[config.mk]
export PLATFORM = sky130hd
export DESIGN_NAME = axil_cmd_master_flat
export DESIGN_NICKNAME = d
export VERILOG_FILES = /design/src/rtl/axil_pkg.sv /design/src/rtl/axil_if.sv /design/src/rtl/axil_wdog.sv /design/src/rtl/axil_cmd_master.sv /design/src/flat_wrapper.sv
export SDC_FILE = /design/constraint.sdc
export NUM_CORES = 1
export LEC_CHECK = 0
export BUFFER_PORTS_ARGS = -buffer_cell sky130_fd_sc_hd__buf_2
export CAP_MARGIN = 40
export CORE_ASPECT_RATIO = 1.4
export CORE_MARGIN = 5
export CORE_UTILIZATION = 40
export CTS_CLUSTER_SIZE = 28
export DETAILED_ROUTE_END_ITERATION = 12
export PLACE_DENSITY = 0.7
export SYNTH_ARGS = -nofsm -noshare
export SYNTH_HDL_FRONTEND = slang
export SYNTH_SLANG_ARGS = --single-unit
[constraint.sdc]
create_clock -name clk100 -period 3.2 [get_ports clk100]
set_input_delay 0.32 -clock clk100 [delete_from_list [all_inputs] [get_ports clk100]]
set_output_delay 0.32 -clock clk100 [all_outputs]
set_load 0.1 [all_outputs]
[src/rtl/axil_pkg.sv]
// Shared types for the fabric-side AXI4-Lite command master.
//   axil_resp_e       : AXI4-Lite BRESP/RRESP encodings
//   axil_mst_state_e  : command master FSM states
//   AXIL_PROT_DEFAULT : value driven on awprot/arprot
package axil_pkg;

  typedef enum logic [1:0] {
    OKAY   = 2'd0,
    EXOKAY = 2'd1,
    SLVERR = 2'd2,
    DECERR = 2'd3
  } axil_resp_e;

  typedef enum logic [2:0] {
    ST_IDLE  = 3'd0,
    ST_WR    = 3'd1,
    ST_WR_B  = 3'd2,
    ST_RD_AR = 3'd3,
    ST_RD_R  = 3'd4,
    ST_RSP   = 3'd5
  } axil_mst_state_e;

  localparam logic [2:0] AXIL_PROT_DEFAULT = 3'b000;

endpackage

[src/rtl/axil_if.sv]
// AXI4-Lite bus bundle between one master and one slave.
// Handshake rule on every channel: a transfer happens on a rising clock edge
// where both valid and ready are high; once valid is raised the sender keeps
// it and its payload stable until that edge (this master only breaks that
// on a watchdog abort), and ready may be raised before, with or after valid.
// Modports: master drives aw*/w*/ar* payload+valid and bready/rready;
// slave drives the ready signals of those channels and b*/r* payload+valid.
interface axil_if #(
  parameter int ADDRW = 7,
  parameter int DATAW = 32
);
  localparam int STRBW = DATAW / 8;

  logic [ADDRW-1:0] awaddr;
  logic [2:0]       awprot;
  logic             awvalid;
  logic             awready;

  logic [DATAW-1:0] wdata;
  logic [STRBW-1:0] wstrb;
  logic             wvalid;
  logic             wready;

  logic [1:0]       bresp;
  logic             bvalid;
  logic             bready;

  logic [ADDRW-1:0] araddr;
  logic [2:0]       arprot;
  logic             arvalid;
  logic             arready;

  logic [DATAW-1:0] rdata;
  logic [1:0]       rresp;
  logic             rvalid;
  logic             rready;

  modport master (
    output awaddr, awprot, awvalid, input awready,
    output wdata, wstrb, wvalid,    input wready,
    input  bresp, bvalid,           output bready,
    output araddr, arprot, arvalid, input arready,
    input  rdata, rresp, rvalid,    output rready
  );

  modport slave (
    input  awaddr, awprot, awvalid, output awready,
    input  wdata, wstrb, wvalid,    output wready,
    output bresp, bvalid,           input bready,
    input  araddr, arprot, arvalid, output arready,
    output rdata, rresp, rvalid,    input rready
  );

endinterface

[src/rtl/axil_wdog.sv]
// Saturating transaction watchdog.
//   clk, rst  : clock, synchronous active-high reset
//   clr       : zero the count (command accepted)
//   en        : count this cycle (transaction in flight)
//   expired_o : high in the cycle whose increment brings the count to
//               TIMEOUT_CYC, or any later enabled cycle; always 0 when
//               TIMEOUT_CYC is 0
// The caller registers its reaction, so the abort becomes visible on the
// bus exactly one cycle after the count reaches the limit.
module axil_wdog #(
  parameter int TIMEOUT_CYC = 1024
) (
  input  logic clk,
  input  logic rst,
  input  logic clr,
  input  logic en,
  output logic expired_o
);

  localparam int CNTW = (TIMEOUT_CYC > 0) ? $clog2(TIMEOUT_CYC + 1) : 1;
  localparam logic [CNTW-1:0] CNT_MAX  = CNTW'(TIMEOUT_CYC);
  localparam logic [CNTW-1:0] CNT_LAST = (TIMEOUT_CYC > 0) ? CNTW'(TIMEOUT_CYC - 1) : '0;

  logic [CNTW-1:0] cnt_q;

  always_ff @(posedge clk) begin
    if (rst || clr) begin
      cnt_q <= '0;
    end else if (en && (cnt_q != CNT_MAX)) begin
      cnt_q <= cnt_q + 1'b1;
    end
  end

  assign expired_o = (TIMEOUT_CYC != 0) && en && (cnt_q >= CNT_LAST);

endmodule

[src/rtl/axil_cmd_master.sv]
// Single-outstanding AXI4-Lite initiator driven by a command/response
// handshake.
//   clk100, rst     : clock, synchronous active-high reset
//   cmd_*           : command in (valid/ready, wr, addr, wdata, wstrb)
//   rsp_*           : response out (valid/ready, rdata, resp, timeout)
//   dbg_state_o     : current FSM state
//   axil_m          : AXI4-Lite master port
// Every output is a flop: the FSM computes next values for all of them in
// one combinational block and a single register block loads them.
module axil_cmd_master
  import axil_pkg::*;
#(
  parameter int ADDRW       = 7,
  parameter int DATAW       = 32,
  parameter int TIMEOUT_CYC = 1024
) (
  input  logic               clk100,
  input  logic               rst,
  input  logic               cmd_valid_i,
  output logic               cmd_ready_o,
  input  logic               cmd_wr_i,
  input  logic [ADDRW-1:0]   cmd_addr_i,
  input  logic [DATAW-1:0]   cmd_wdata_i,
  input  logic [DATAW/8-1:0] cmd_wstrb_i,
  output logic               rsp_valid_o,
  input  logic               rsp_ready_i,
  output logic [DATAW-1:0]   rsp_rdata_o,
  output logic [1:0]         rsp_resp_o,
  output logic               rsp_timeout_o,
  output axil_mst_state_e    dbg_state_o,
  axil_if.master             axil_m
);

  localparam int STRBW = DATAW / 8;

  axil_mst_state_e  state_q, state_d;
  logic             awvalid_q, awvalid_d, wvalid_q, wvalid_d, bready_q, bready_d;
  logic             arvalid_q, arvalid_d, rready_q, rready_d;
  logic             cmd_ready_q, cmd_ready_d, rsp_valid_q, rsp_valid_d;
  logic             rsp_timeout_q, rsp_timeout_d;
  axil_resp_e       rsp_resp_q, rsp_resp_d;
  logic [DATAW-1:0] rsp_rdata_q, rsp_rdata_d, wdata_q, wdata_d;
  logic [STRBW-1:0] wstrb_q, wstrb_d;
  logic [ADDRW-1:0] awaddr_q, awaddr_d, araddr_q, araddr_d;

  logic cmd_accept, wd_en, wd_expired, abort;
  logic aw_pend, w_pend;

  assign cmd_accept = cmd_valid_i && cmd_ready_q;
  assign wd_en = (state_q == ST_WR) || (state_q == ST_WR_B) ||
                 (state_q == ST_RD_AR) || (state_q == ST_RD_R);

  // Address/data channels still waiting for their handshake after this edge.
  assign aw_pend = awvalid_q && !axil_m.awready;
  assign w_pend  = wvalid_q && !axil_m.wready;

  axil_wdog #(.TIMEOUT_CYC(TIMEOUT_CYC)) u_wdog (
    .clk       (clk100),
    .rst       (rst),
    .clr       (cmd_accept),
    .en        (wd_en),
    .expired_o (wd_expired)
  );

  always_comb begin
    state_d       = state_q;
    awvalid_d     = awvalid_q;
    wvalid_d      = wvalid_q;
    bready_d      = bready_q;
    arvalid_d     = arvalid_q;
    rready_d      = rready_q;
    cmd_ready_d   = cmd_ready_q;
    rsp_valid_d   = rsp_valid_q;
    rsp_timeout_d = rsp_timeout_q;
    rsp_resp_d    = rsp_resp_q;
    rsp_rdata_d   = rsp_rdata_q;
    wdata_d       = wdata_q;
    wstrb_d       = wstrb_q;
    awaddr_d      = awaddr_q;
    araddr_d      = araddr_q;
    abort         = 1'b0;

    case (state_q)
      ST_IDLE: begin
        if (cmd_accept) begin
          cmd_ready_d = 1'b0;
          if (cmd_wr_i) begin
            state_d   = ST_WR;
            awvalid_d = 1'b1;
            wvalid_d  = 1'b1;
            awaddr_d  = cmd_addr_i;
            wdata_d   = cmd_wdata_i;
            wstrb_d   = cmd_wstrb_i;
          end else begin
            state_d   = ST_RD_AR;
            arvalid_d = 1'b1;
            araddr_d  = cmd_addr_i;
          end
        end
      end
      ST_WR: begin
        if (wd_expired) begin
          abort = 1'b1;
        end else begin
          awvalid_d = aw_pend;
          wvalid_d  = w_pend;
          if (!aw_pend && !w_pend) begin
            state_d  = ST_WR_B;
            bready_d = 1'b1;
          end
        end
      end
      ST_WR_B: begin
        // A beat that handshakes in the expiry cycle was really taken from
        // the slave, so it is reported rather than overridden by the abort.
        if (bready_q && axil_m.bvalid) begin
          state_d       = ST_RSP;
          bready_d      = 1'b0;
          rsp_valid_d   = 1'b1;
          rsp_resp_d    = axil_resp_e'(axil_m.bresp);
          rsp_rdata_d   = '0;
          rsp_timeout_d = 1'b0;
        end else if (wd_expired) begin
          abort = 1'b1;
        end
      end
      ST_RD_AR: begin
        if (wd_expired) begin
          abort = 1'b1;
        end else if (arvalid_q && axil_m.arready) begin
          state_d   = ST_RD_R;
          arvalid_d = 1'b0;
          rready_d  = 1'b1;
        end
      end
      ST_RD_R: begin
        if (rready_q && axil_m.rvalid) begin
          state_d       = ST_RSP;
          rready_d      = 1'b0;
          rsp_valid_d   = 1'b1;
          rsp_resp_d    = axil_resp_e'(axil_m.rresp);
          rsp_rdata_d   = axil_m.rdata;
          rsp_timeout_d = 1'b0;
        end else if (wd_expired) begin
          abort = 1'b1;
        end
      end
      ST_RSP: begin
        if (rsp_ready_i) begin
          state_d     = ST_IDLE;
          rsp_valid_d = 1'b0;
          cmd_ready_d = 1'b1;
        end
      end
      default: begin
        state_d     = ST_IDLE;
        awvalid_d   = 1'b0;
        wvalid_d    = 1'b0;
        bready_d    = 1'b0;
        arvalid_d   = 1'b0;
        rready_d    = 1'b0;
        rsp_valid_d = 1'b0;
        cmd_ready_d = 1'b1;
      end
    endcase

    // Watchdog abort: drop every bus valid/ready so late B/R beats are never
    // taken, and hand a SLVERR timeout response to the command side.
    if (abort) begin
      state_d       = ST_RSP;
      awvalid_d     = 1'b0;
      wvalid_d      = 1'b0;
      bready_d      = 1'b0;
      arvalid_d     = 1'b0;
      rready_d      = 1'b0;
      rsp_valid_d   = 1'b1;
      rsp_resp_d    = SLVERR;
      rsp_rdata_d   = '0;
      rsp_timeout_d = 1'b1;
    end
  end

  always_ff @(posedge clk100) begin
    if (rst) begin
      state_q       <= ST_IDLE;
      awvalid_q     <= 1'b0;
      wvalid_q      <= 1'b0;
      bready_q      <= 1'b0;
      arvalid_q     <= 1'b0;
      rready_q      <= 1'b0;
      cmd_ready_q   <= 1'b1;
      rsp_valid_q   <= 1'b0;
      rsp_timeout_q <= 1'b0;
      rsp_resp_q    <= OKAY;
      rsp_rdata_q   <= '0;
      wdata_q       <= '0;
      wstrb_q       <= '0;
      awaddr_q      <= '0;
      araddr_q      <= '0;
    end else begin
      state_q       <= state_d;
      awvalid_q     <= awvalid_d;
      wvalid_q      <= wvalid_d;
      bready_q      <= bready_d;
      arvalid_q     <= arvalid_d;
      rready_q      <= rready_d;
      cmd_ready_q   <= cmd_ready_d;
      rsp_valid_q   <= rsp_valid_d;
      rsp_timeout_q <= rsp_timeout_d;
      rsp_resp_q    <= rsp_resp_d;
      rsp_rdata_q   <= rsp_rdata_d;
      wdata_q       <= wdata_d;
      wstrb_q       <= wstrb_d;
      awaddr_q      <= awaddr_d;
      araddr_q      <= araddr_d;
    end
  end

  assign cmd_ready_o    = cmd_ready_q;
  assign rsp_valid_o    = rsp_valid_q;
  assign rsp_rdata_o    = rsp_rdata_q;
  assign rsp_resp_o     = rsp_resp_q;
  assign rsp_timeout_o  = rsp_timeout_q;
  assign dbg_state_o    = state_q;

  assign axil_m.awaddr  = awaddr_q;
  assign axil_m.awprot  = AXIL_PROT_DEFAULT;
  assign axil_m.awvalid = awvalid_q;
  assign axil_m.wdata   = wdata_q;
  assign axil_m.wstrb   = wstrb_q;
  assign axil_m.wvalid  = wvalid_q;
  assign axil_m.bready  = bready_q;
  assign axil_m.araddr  = araddr_q;
  assign axil_m.arprot  = AXIL_PROT_DEFAULT;
  assign axil_m.arvalid = arvalid_q;
  assign axil_m.rready  = rready_q;

endmodule

[src/flat_wrapper.sv]
// flat-port wrapper written by rule: the top's interface ports become plain ports
module axil_cmd_master_flat import axil_pkg::*;
#(
  parameter int ADDRW       = 7,
  parameter int DATAW       = 32,
  parameter int TIMEOUT_CYC = 1024
)
  (clk100, rst, cmd_valid_i, cmd_ready_o, cmd_wr_i, cmd_addr_i, cmd_wdata_i, cmd_wstrb_i, rsp_valid_o, rsp_ready_i, rsp_rdata_o, rsp_resp_o, rsp_timeout_o, dbg_state_o, axil_m_awaddr, axil_m_awprot, axil_m_awvalid, axil_m_awready, axil_m_wdata, axil_m_wstrb, axil_m_wvalid, axil_m_wready, axil_m_bresp, axil_m_bvalid, axil_m_bready, axil_m_araddr, axil_m_arprot, axil_m_arvalid, axil_m_arready, axil_m_rdata, axil_m_rresp, axil_m_rvalid, axil_m_rready);
  axil_if #(.ADDRW(ADDRW), .DATAW(DATAW)) axil_m_i ();
  input  logic clk100;
  input  logic rst;
  input  logic cmd_valid_i;
  output logic cmd_ready_o;
  input  logic cmd_wr_i;
  input  logic [ADDRW-1:0] cmd_addr_i;
  input  logic [DATAW-1:0] cmd_wdata_i;
  input  logic [DATAW/8-1:0] cmd_wstrb_i;
  output logic rsp_valid_o;
  input  logic rsp_ready_i;
  output logic [DATAW-1:0] rsp_rdata_o;
  output logic [1:0] rsp_resp_o;
  output logic rsp_timeout_o;
  output axil_mst_state_e dbg_state_o;
  output wire logic [$bits(axil_m_i.awaddr)-1:0] axil_m_awaddr;
  output wire logic [$bits(axil_m_i.awprot)-1:0] axil_m_awprot;
  output wire logic [$bits(axil_m_i.awvalid)-1:0] axil_m_awvalid;
  input wire logic [$bits(axil_m_i.awready)-1:0] axil_m_awready;
  output wire logic [$bits(axil_m_i.wdata)-1:0] axil_m_wdata;
  output wire logic [$bits(axil_m_i.wstrb)-1:0] axil_m_wstrb;
  output wire logic [$bits(axil_m_i.wvalid)-1:0] axil_m_wvalid;
  input wire logic [$bits(axil_m_i.wready)-1:0] axil_m_wready;
  input wire logic [$bits(axil_m_i.bresp)-1:0] axil_m_bresp;
  input wire logic [$bits(axil_m_i.bvalid)-1:0] axil_m_bvalid;
  output wire logic [$bits(axil_m_i.bready)-1:0] axil_m_bready;
  output wire logic [$bits(axil_m_i.araddr)-1:0] axil_m_araddr;
  output wire logic [$bits(axil_m_i.arprot)-1:0] axil_m_arprot;
  output wire logic [$bits(axil_m_i.arvalid)-1:0] axil_m_arvalid;
  input wire logic [$bits(axil_m_i.arready)-1:0] axil_m_arready;
  input wire logic [$bits(axil_m_i.rdata)-1:0] axil_m_rdata;
  input wire logic [$bits(axil_m_i.rresp)-1:0] axil_m_rresp;
  input wire logic [$bits(axil_m_i.rvalid)-1:0] axil_m_rvalid;
  output wire logic [$bits(axil_m_i.rready)-1:0] axil_m_rready;
  assign axil_m_awaddr = axil_m_i.awaddr;
  assign axil_m_awprot = axil_m_i.awprot;
  assign axil_m_awvalid = axil_m_i.awvalid;
  assign axil_m_i.awready = axil_m_awready;
  assign axil_m_wdata = axil_m_i.wdata;
  assign axil_m_wstrb = axil_m_i.wstrb;
  assign axil_m_wvalid = axil_m_i.wvalid;
  assign axil_m_i.wready = axil_m_wready;
  assign axil_m_i.bresp = axil_m_bresp;
  assign axil_m_i.bvalid = axil_m_bvalid;
  assign axil_m_bready = axil_m_i.bready;
  assign axil_m_araddr = axil_m_i.araddr;
  assign axil_m_arprot = axil_m_i.arprot;
  assign axil_m_arvalid = axil_m_i.arvalid;
  assign axil_m_i.arready = axil_m_arready;
  assign axil_m_i.rdata = axil_m_rdata;
  assign axil_m_i.rresp = axil_m_rresp;
  assign axil_m_i.rvalid = axil_m_rvalid;
  assign axil_m_rready = axil_m_i.rready;
  axil_cmd_master #(.ADDRW(ADDRW), .DATAW(DATAW), .TIMEOUT_CYC(TIMEOUT_CYC)) u_core (.clk100(clk100), .rst(rst), .cmd_valid_i(cmd_valid_i), .cmd_ready_o(cmd_ready_o), .cmd_wr_i(cmd_wr_i), .cmd_addr_i(cmd_addr_i), .cmd_wdata_i(cmd_wdata_i), .cmd_wstrb_i(cmd_wstrb_i), .rsp_valid_o(rsp_valid_o), .rsp_ready_i(rsp_ready_i), .rsp_rdata_o(rsp_rdata_o), .rsp_resp_o(rsp_resp_o), .rsp_timeout_o(rsp_timeout_o), .dbg_state_o(dbg_state_o), .axil_m(axil_m_i));
endmodule
==> After elaboration in Yosys (flattened, before gate mapping) <==
Index checks and enable logic that the tools add are counted.
{ "op_classes": {"reduce_logical": 40, "n_lt_le_gt_ge": 1, "n_eq_ne": 25, "muxes": 51, "bitwise_logic": 6, "n_addsub": 1} }
{ "ops": {"columns": ["op", "n"], "rows": [
  ["32-bit two-way mux", 2],
  ["32-bit case mux with 2 select lines", 1],
  ["3-bit two-way mux", 9],
  ["1-bit two-way mux", 24],
  ["3-bit by 2-bit inequality test with 1-bit output, second input constant", 8],
  ["1-bit case mux with 3 select lines", 7],
  ["2-bit inequality test, second input constant", 10],
  ["4-bit OR reduction", 5],
  ["3-bit case mux with 6 select lines", 1],
  ["4-bit AND reduction", 4],
  ["8-bit AND reduction", 2],
  ["3-bit AND reduction", 5],
  ["11-bit by 1-bit adder with 11-bit output, second input constant", 1],
  ["11-bit by 10-bit >= comparator with 1-bit output, second input constant", 1],
  ["11-bit inequality test, second input constant", 1],
  ["1-bit logical AND", 9],
  ["2-bit two-way mux", 4],
  ["3-bit by 2-bit == test with 1-bit output, second input constant", 2],
  ["3-bit == test, second input constant", 2],
  ["1-bit inverter", 6],
  ["5-bit AND reduction", 1],
  ["1-bit zero test", 4],
  ["1-bit logical OR", 4],
  ["1-bit case mux with 4 select lines", 1],
  ["other kinds (9)", 10]
]} }
{ "totals": {"out_inout_bits": 101, "reg_bits": 106} }

==> Logic depth before layout (Yosys ltp) <==
Gate-level depths: netlist of run 1.
{ "depth": {"ltp_word": 10, "mapped_depth": 7} }

==> By module <==
From an unflattened synthesis of run 1, not the netlist that was laid out.
{ "unflattened": {"hier_cells": 532, "area_unflattened_um2": 4486.8} }
{ "modules_own_cells": {"columns": ["mod", "seq_area_each_um2", "cells_per_inst", "area_each_um2", "n_inst"], "rows": [
  ["axil_cmd_master", 1901.8, 466, 3886.2, 1],
  ["axil_wdog", 220.2, 66, 600.6, 1]
]} }

==> Worst setup path before layout of run 1 <==
No wires, ideal clock.
{ "synth_path": {"path_kind": "register to register", "start": "reg u_core.state_q[2] (netlist: u_core.dbg_state_o[2])", "end": "reg u_core.state_q[1] (netlist: u_core.dbg_state_o[1])", "slack_ns": 0.682, "n_path_buf": 0, "arrival_ns": 2.450, "stages_incl_launch_ff": 6, "setup_ns": 0.068, "cell_sequence": "dfxtp_1 > nor2b_1 > a22o_1 > a221o_1 > or4_4 > a21oi_2"} }
{ "synth_via": {"elab_chain_len": 9} }
{ "synth_lines": {"columns": ["item", "line_no", "text"], "rows": [
  ["start: declaration", "axil_cmd_master.sv:36", "axil_mst_state_e state_q, state_d;"],
  ["start signal: assignment", "axil_cmd_master.sv:201", "state_q <= state_d;"],
  ["3-bit by 1-bit == test with 1-bit output / 3-bit by 2-bit == test with 1-bit output (equally long branches)", "axil_cmd_master.sv:50, axil_cmd_master.sv:83", null],
  ["1-bit logical OR (2 in series)", "axil_cmd_master.sv:50", "assign wd_en = (state_q == ST_WR) || (state_q == ST_WR_B) ||"],
  ["1-bit logical OR", "axil_cmd_master.sv:51", "(state_q == ST_RD_AR) || (state_q == ST_RD_R);"],
  ["1-bit logical AND", "axil_wdog.sv:34", "assign expired_o = (TIMEOUT_CYC != 0) && en && (cnt_q >= CNT_LAST);"],
  ["1-bit two-way mux", null, null],
  ["1-bit two-way mux, on equally long branches", "axil_cmd_master.sv:137, axil_cmd_master.sv:116", null],
  ["1-bit case mux with 3 select lines", "axil_cmd_master.sv:83", "case (state_q)"],
  ["2-bit OR reduction (no line)", null, null]
]} }
Parallel ways exist; a longest one is shown, timed or not.
A chain may end at the register's enable or synchronous reset.

==> Worst setup path after layout of run 1 <==
{ "layout_path": {"start": "reg u_core.state_q[2] (netlist: u_core.dbg_state_o[2])", "end": "reg u_core.rsp_rdata_q[24] (netlist: u_core.rsp_rdata_o[24])"} }
{ "layout_via": {"elab_chain_len": 9} }
{ "layout_lines": {"columns": ["item", "line_no", "text"], "rows": [
  ["3-bit by 1-bit == test with 1-bit output / 3-bit by 2-bit == test with 1-bit output (equally long branches)", "axil_cmd_master.sv:50, axil_cmd_master.sv:83", null],
  ["1-bit logical OR (2 in series)", "axil_cmd_master.sv:50", null],
  ["1-bit logical OR", "axil_cmd_master.sv:51", null],
  ["1-bit logical AND", "axil_wdog.sv:34", null],
  ["1-bit two-way mux", null, null],
  ["1-bit two-way mux, on equally long branches", "axil_cmd_master.sv:137, axil_cmd_master.sv:116", null],
  ["1-bit case mux with 3 select lines", "axil_cmd_master.sv:83", null],
  ["2-bit OR reduction (no line)", null, null],
  ["end signal: assignment", "axil_cmd_master.sv:211", "rsp_rdata_q <= rsp_rdata_d;"],
  ["end: declaration", "axil_cmd_master.sv:42", "logic [DATAW-1:0] rsp_rdata_q, rsp_rdata_d, wdata_q, wdata_d;"]
]} }
Parallel ways exist; a longest one is shown, timed or not.

==> flow_summary.ini, run 1 <==
[timing]
slew_viol_final = 0
relSlewSlack = 0.613
worst_pin_slew_ns = 0.580
rsz0062_at_grt = no
setup_viol = 0
hold_violations = 0
max_freq_mhz = 412
setup_tns_ns = 0
fin_skew_ns = 0.00706
timing.final.crit_share = 0.759
timing.final.crit_period_ns = 2.43

[floorplanning]
dieArea_sq_um = 12500
rows = 44
initial_core_util = 0.405
coreArea_sq_um = 10200
die_h_microns = 130
io_pins = 190
die_width_microns = 96.1

[logic_synthesis]
synthTopCellsByArea = dfxtp_1 51%, nand2_1 9.9%, a21oi_1 7.4%
synth_edf_count = 0
syn_inst = 501
yosysMostFrequentCell = nand2_1
yosysTopAreaCellShare = 0.512
synth-main-ff-cell = dfxtp_1
yosysTopAreaCell = dfxtp_1
yosys-top-cells-count = 109 x nand2_1, 106 x dfxtp_1, 61 x a21oi_1, 55 x nor2_1, 33 x a22oi_1
ys_types = 48
seq_area_frac_synth = 0.512
syn_avg_cell_area_sq_um = 8.28
ys_seq_elements = 106
yosysWarnings = 0
synthArstFlopShare = 0
netlist_area_sq_um = 4150

[placement]
gp_congestion = 0.854
portBuffers = 183
dp_cells = 799
dp_hpwl_mm = 8.68

[layout]
fin_cells = 816
drive_gt1_frac = 0.316
area_delta_synth_final_pct = 31.5
nets = 765
fill_cells = 1029

[critical_path]
crit_family = simple AND/OR/NAND/NOR gates
arrival_ns = 2.66
cp-start-kind = flop
max_stage_delay_ns = 0.67
path_cells = nor2b_1, a22o_1, or3_1, buf_4, a22oi_1, nor2_1
path_buf_inv = 1
critPathKind = reg -> reg
crit_required_ns = 3.43
cp-end-kind = flop
critPathMaxFanout = 22
cp_slowest_cell = dfxtp_1

[cts]
cts_tree = yes
ctsResizeCount = 0
root_buffer = clkbuf_16
cts_buffers = 9
clockBufferDepth = 2
clkSlewWorstSetupHoldPaths_ns = 0.07
cts_max_level = 3
cts_sinks = 106
postCtsSetupBuffers = 0
hold_buffers = 0
clock_latency_ns = 0.35

[pwr]
peakVddDrop_v = 0.000425
leakagePower_uw = 0.00247
pwr_density_cell_nw_per_um2 = 924

[detailed_routing]
vias_per_cell = 5.05
drtAntennaViolNets = 0
num_vias = 4119
wl_per_cell_microns = 14.5
first_pass_iters = 5
wirelength_mm = 11.8
post-route-drc-count = 0
drtIter0Drc = 178

[global_routing]
grtUsageMet1 = 0.207
grt-busiest-layer = met2
grt_pass1_vias = 3789
antenna_found_initial = 2
grt_max_degree = 55
grt_first_pass_wirelength_mm = 18.0
use_met3 = 0.0458
met2_usage = 0.314
track_usage = 0.181
grt_overflow_total = 0

[worst_hold_path]
hp-class = in -> reg

[outcome]
status = finished clean

[flow_run]
max-cap-violations = 0
where the power goes:
part / internal (uW) / leakage, uW / total (uW) / switching, uW
sequential: 1490 / 0.000859 / 1640 / 149
combinational: 478 / 0.00146 / 2300 / 1820
clock: 629 / 0.000143 / 1100 / 474
total: 2600 / 0.00247 / 5040 / 2440
path summary, 6_finish.rpt:
check	slack [ns]	to	cells past startpoint	startpoint
hold reg to reg	0.45	u_core.axil_m.wstrb[2]	2	u_core.axil_m.wstrb[2]
hold / removal	0.21	u_core.axil_m.wstrb[2]	3	cmd_wstrb_i[2]
setup reg to reg	0.77	u_core.rsp_rdata_o[24]	6	u_core.dbg_state_o[2]
setup / recovery	0.77	u_core.rsp_rdata_o[24]	6	u_core.dbg_state_o[2]
cell type report:
type | count | area (sq um) | area share
tap | 138 | 173 | 0.0317
inverter | 11 | 41.3 | 0.00757
sequential | 106 | 2120 | 0.389
clock buffer | 12 | 246 | 0.0452
antenna | 1 | 2.50 | 0.000459
clock inverter | 4 | 51.3 | 0.00941
multi-input combinational | 354 | 1850 | 0.339
timing repair buffer | 190 | 968 | 0.178
tightest hold or removal path: stages:
cell and delay, ns:
buf_2 0.09, nand2_1 0.04, a21oi_1 0.05
placed cells by master, fill, tap and decap left out, types with 9 or more instances in the layout:
| master | n |
|---|---|
| a21oi_1 | 61 |
| a22oi_1 | 33 |
| buf_2 | 183 |
| clkbuf_16 | 9 |
| dfxtp_1 | 106 |
| inv_1 | 11 |
| nand2_1 | 109 |
| nand3_1 | 12 |
| nor2_1 | 54 |
| o21ai_0 | 11 |
logic make-up (layout without fill, tap and decap cells):
group | after synthesis | count (layout) | share of synthesized area
xor+xnor | 5 | 5 | 0.0106
compound gates | 131 | 131 | 0.199
buf+inv | 46 | 217 | 0.0486
mux | 3 | 3 | 0.00754
fa+ha+maj | 4 | 4 | 0.0121
simple gates | 205 | 205 | 0.210
flops | 106 | 106 | 0.512
other cells | 1 | 7 | 0.000904
metal layers:
metal	share of wire	routed length, microns
met4	0.023	267
met2	0.52	6170
met1	0.39	4550
met5	0.00059	7
met3	0.068	801
stage by stage:
step,setup slack [ns],hold slack [ns],instance area [sq um],utilization,total power [uW]
floorplan,0.682,0.456,4170,-,3560
global placement,0.913,0.439,5150,0.503,3930
detailed placement,0.773,0.444,5150,0.503,3960
CTS,0.765,0.199,5450,0.532,5070
global route,0.611,0.207,5450,0.533,5270
finish,0.771,0.209,5450,0.533,5040
sequential cells by signal (all words and copies together), names as in the netlist:
name                   flops
u_core.cmd_ready_o         1
u_core.axil_m.awaddr       7
u_core.axil_m.rready       1
u_core.axil_m.wvalid       1
u_core.rsp_resp_o          2
u_core.axil_m.wdata       32
u_core.axil_m.araddr       7
u_core.axil_m.bready       1
u_core.rsp_rdata_o        32
u_core.rsp_valid_o         1
u_core.axil_m.awvalid      1
u_core.u_wdog.cnt_q       11
u_core.dbg_state_o         3
u_core.axil_m.arvalid      1
u_core.axil_m.wstrb        4
u_core.rsp_timeout_o       1
(Power assumes the default switching activity.)
==> inputs of run 2 (changes only) <==
--- a/config.mk
+++ b/config.mk
@@ -12,7 +12,7 @@
 export CORE_UTILIZATION = 40
 export CTS_CLUSTER_SIZE = 28
 export DETAILED_ROUTE_END_ITERATION = 12
-export PLACE_DENSITY = 0.7
+export PLACE_DENSITY = 0.73
 export SYNTH_ARGS = -nofsm -noshare
 export SYNTH_HDL_FRONTEND = slang
 export SYNTH_SLANG_ARGS = --single-unit
==> constraint.sdc (replaced) <==
create_clock -name clk100 -period 2 [get_ports clk100]
set_input_delay 0.2 -clock clk100 [delete_from_list [all_inputs] [get_ports clk100]]
set_output_delay 0.2 -clock clk100 [all_outputs]
set_load 0.1 [all_outputs]
==> flow_summary.ini, run 2 (synthesized netlist as in run 1, its figures left out) <==
[outcome]
status = finished clean

[worst_hold_path]
hp-class = in -> reg
hold_path_depth = 3
min_to = u_core.axil_m.wdata[2]
hp-start = cmd_wdata_i[2]

[layout]
design_area_sq_um = 5580
final_cell_mix = 183 x buf_2, 109 x nand2_1, 96 x dfxtp_1, 61 x a21oi_1, 54 x nor2_1
drive_gt1_frac = 0.346
fill_cells = 968
area_delta_synth_final_pct = 34.6
nets = 771
antenna_cells = 0
final_common_cell = buf_2
fin_cells = 821

[cts]
cts_max_level = 3
hold_buffers = 0
clockBufferDepth = 2
clock_latency_ns = 0.34
cts_tree = yes
cts_buffers = 9
cts_sinks = 106
root_buffer = clkbuf_16
clkSlewWorstSetupHoldPaths_ns = 0.07

[pwr]
clock_power_share = 0.214
comb_power_share = 0.467
p_int_uw = 4260
peakVddDrop_v = 0.000669
pwr-share-seq = 0.319
leakagePower_uw = 0.00252
p_sw_uw = 4010
pwr_density_cell_nw_per_um2 = 1480
finalPower_uw = 8270
sw_frac_of_total = 0.485

[critical_path]
reg2reg_slack_ns = 0.1
arrival_ns = 2.18
critPathKind = reg -> reg
cp-end-kind = flop
crit_required_ns = 2.28
r2r_cells = 5
r2r_start = u_core.dbg_state_o[2]
reg2reg_to = u_core.dbg_state_o[1]
cp-start-kind = flop
critPathMaxFanout = 18

[timing]
max_freq_mhz = 525
relSlewSlack = 0.630
timing.final.crit_period_ns = 1.90
timing.final.crit_share = 0.952
hold_violations = 0
setup_viol = 0
holdWs_ns = 0.0864
setup_slack_ns = 0.0961
fin_skew_ns = 0.00517
slew_viol_final = 0
worst_pin_slew_ns = 0.555

[global_routing]
track_usage = 0.187
grt_first_pass_wirelength_mm = 18.6
antenna_found_initial = 0
grt_pass1_vias = 4121
grt_overflow_total = 0
grt_max_degree = 55

[detailed_routing]
vias_per_cell = 5.12
wl_per_cell_microns = 14.8
post-route-drc-count = 0
wirelength_mm = 12.1
first_pass_iters = 5
drtAntennaViolNets = 0
drtIter0Drc = 250
num_vias = 4203

[floorplanning]
initial_core_util = 0.405
dieArea_sq_um = 12500
coreArea_sq_um = 10200
io_pins = 190
rows = 44
die_h_microns = 130
die_width_microns = 96.1

[placement]
gp_congestion = 0.966
portBuffers = 183
dpl_cell_area_sq_um = 5250
dp_hpwl_mm = 8.98
dp_cells = 805
dp_slack_ns = 0.00222

[flow_run]
max-cap-violations = 0
-- run 2: power by group through the flow --
stage / clock network, uW / registers [uW] / logic, uW
after floorplan: 0 / 4470 / 1240
after global placement: 0 / 2660 / 3720
after detailed placement: 0 / 2680 / 3800
after CTS: 1830 / 2640 / 3840
after global routing: 1890 / 2680 / 4060
final: 1770 / 2640 / 3860
-- run 2: layout make-up --
type,instances,area [sq um],share of cell area
clock buffer,12,278,0.0498
clock inverter,4,31.3,0.00560
inverter,11,41.3,0.00740
multi-input combinational,354,1870,0.336
sequential,106,2150,0.385
tap,138,173,0.0309
timing repair buffer,196,1040,0.186
-- run 2: worst max-delay path by stage --
| stage | startpoint | to | cells after the start |
|---|---|---|---|
| finish | u_core.dbg_state_o[2] | u_core.dbg_state_o[1] | 5 |
| floorplan | u_core.cmd_ready_o | u_core.dbg_state_o[1] | 5 |
| CTS | u_core.u_wdog.cnt_q[0] | u_core.dbg_state_o[1] | 6 |
| detailed placement | u_core.u_wdog.cnt_q[0] | u_core.dbg_state_o[1] | 6 |
| global placement | u_core.u_wdog.cnt_q[0] | u_core.dbg_state_o[1] | 6 |
| global route | u_core.u_wdog.cnt_q[0] | u_core.dbg_state_o[1] | 6 |
-- run 2: worst max-delay path, stage by stage, from the launching register on --
cell and delay [ns]:
dfxtp_4 0.46, nor2b_1 0.10, a22o_1 0.26, a221o_1 0.35
or4_4 0.53, a21oi_2 0.13
-- run 2: what timing repair did --
action	CTS	global route
gates resized for setup	3	3
buffers inserted	0	0
setup endpoints to repair	2	41
pin swaps	1	1
-- run 2: per-layer routing --
metal	track usage	wire length, microns
met1	0.203	4440
met2	0.320	6370
met3	0.0401	789
met4	0.126	531
met5	0	0
-- run 2: through the flow --
step,TNS (ns),utilization
floorplan,0,-
global route,-0.0463,0.545
CTS,0,0.544
finish,0,0.545
global placement,0,0.512
detailed placement,0,0.512
==> inputs of run 3 (changes only) <==
--- a/config.mk
+++ b/config.mk
@@ -13,6 +13,7 @@
 export CTS_CLUSTER_SIZE = 28
 export DETAILED_ROUTE_END_ITERATION = 12
 export PLACE_DENSITY = 0.73
+export RECOVER_POWER = 25
 export SYNTH_ARGS = -nofsm -noshare
 export SYNTH_HDL_FRONTEND = slang
 export SYNTH_SLANG_ARGS = --single-unit
==> flow_summary.ini, run 3 (synthesized netlist as in run 1, its figures left out) <==
[detailed_routing]
post-route-drc-count = 0
wl_per_cell_microns = 14.8
drtIter0Drc = 261
num_vias = 4208
first_pass_iters = 5
vias_per_cell = 5.13
wirelength_mm = 12.1
drtAntennaViolNets = 0

[layout]
area_delta_synth_final_pct = 33.8
design_area_sq_um = 5550
nets = 771
drive_gt1_frac = 0.306
final_cell_mix = 133 x buf_2, 109 x nand2_1, 96 x dfxtp_1, 61 x a21oi_1, 54 x nor2_1
fin_util = 0.542
fill_cells = 978
final_common_cell = buf_2
antenna_cells = 0

[global_routing]
track_usage = 0.187
grt_pass1_vias = 4121
grt_overflow_total = 0
antenna_found_initial = 0
grt_first_pass_wirelength_mm = 18.6
grt_max_degree = 55

[critical_path]
critPathKind = reg -> reg
crit_required_ns = 2.28
cp-end-kind = flop
cp-start-kind = flop
critPathMaxFanout = 18
arrival_ns = 2.18

[floorplanning]
die_width_microns = 96.1
initial_core_util = 0.405
rows = 44
die_h_microns = 130
dieArea_sq_um = 12500
io_pins = 190
coreArea_sq_um = 10200

[timing]
setup_slack_ns = 0.0941
max_freq_mhz = 525
setup_viol = 0
fin_skew_ns = 0.00489
relSlewSlack = 0.218
hold_violations = 0
timing.final.crit_period_ns = 1.91
slew_viol_final = 0
worst_pin_slew_ns = 1.18
setup_tns_ns = 0
timing.final.crit_share = 0.953

[cts]
cts_buffers = 9
cts_max_level = 3
root_buffer = clkbuf_16
cts_sinks = 106
clkSlewWorstSetupHoldPaths_ns = 0.07
clockBufferDepth = 2
postCtsSetupBuffers = 0
cts_tree = yes
clock_latency_ns = 0.34

[outcome]
status = finished clean

[pwr]
finalPower_uw = 8250
pwr_density_cell_nw_per_um2 = 1490
peakVddDrop_v = 0.000668
leakagePower_uw = 0.00239

[placement]
dp_slack_ns = 0.00222
portBuffers = 183
gp_congestion = 0.966
dpl_cell_area_sq_um = 5250
dp_hpwl_mm = 8.98

[flow_run]
max-cap-violations = 0

[worst_hold_path]
hp-class = in -> reg
run 3: changes by cell type in the layout (fill, tap and decap cells not counted):
cell	before	now
buf_2	183	133
buf_1	0	1
clkbuf_1	0	26
clkbuf_2	0	23
run 3: worst paths after layout:
kind         slack, ns                   start  cells after the start                     end
max reg2reg       0.09   u_core.dbg_state_o[2]                      5   u_core.dbg_state_o[1]
max               0.09   u_core.dbg_state_o[2]                      5   u_core.dbg_state_o[1]
min reg2reg       0.46  u_core.axil_m.wdata[4]                      2  u_core.axil_m.wdata[4]
min               0.09          cmd_wdata_i[2]                      3  u_core.axil_m.wdata[2]
run 3: cell type report:
| type | count | area [sq um] | area share |
|---|---|---|---|
| Tap cell | 138 | 173 | 0.0311 |
| Sequential cell | 106 | 2150 | 0.387 |
| Inverter | 11 | 41.3 | 0.00744 |
| Timing Repair Buffer | 196 | 1000 | 0.181 |
| Clock buffer | 12 | 278 | 0.0501 |
| Multi-Input combinational cell | 354 | 1870 | 0.338 |
| Clock inverter | 4 | 31.3 | 0.00564 |
run 3: worst max-delay path, stage by stage (launching register included):
cell     delay, ns
dfxtp_4       0.46
nor2b_1       0.10
a22o_1        0.26
a221o_1       0.35
or4_4         0.53
a21oi_2       0.13
run 3: per-stage QoR:
stage	cells	hold slack [ns]
after floorplan	506	0.336
after global placement	805	0.438
after detailed placement	805	0.445
after CTS	821	0.0725
after global routing	821	0.0850
final	821	0.0865
run 3: where the power goes:
group          internal, uW  switching, uW
Combinational           837           3000
Sequential             2410            239
Clock                   995            775
Total                  4240           4010
run 3: metal layers:
layer  vias to the layer above  track usage  routed length [microns]
met5                         -            0                        0
met4                         0        0.126                      543
met3                        40       0.0401                      773
met2                       148        0.320                     6340
met1                      1964        0.203                     4470
li1                       2056            -                        -
run 3: timing repair:
item                       4_1_cts  5_1_grt
pin swaps                        1        1
resized for setup                3        3
cloned                           0        0
setup endpoints to repair        2       41
hold buffers                     0        0
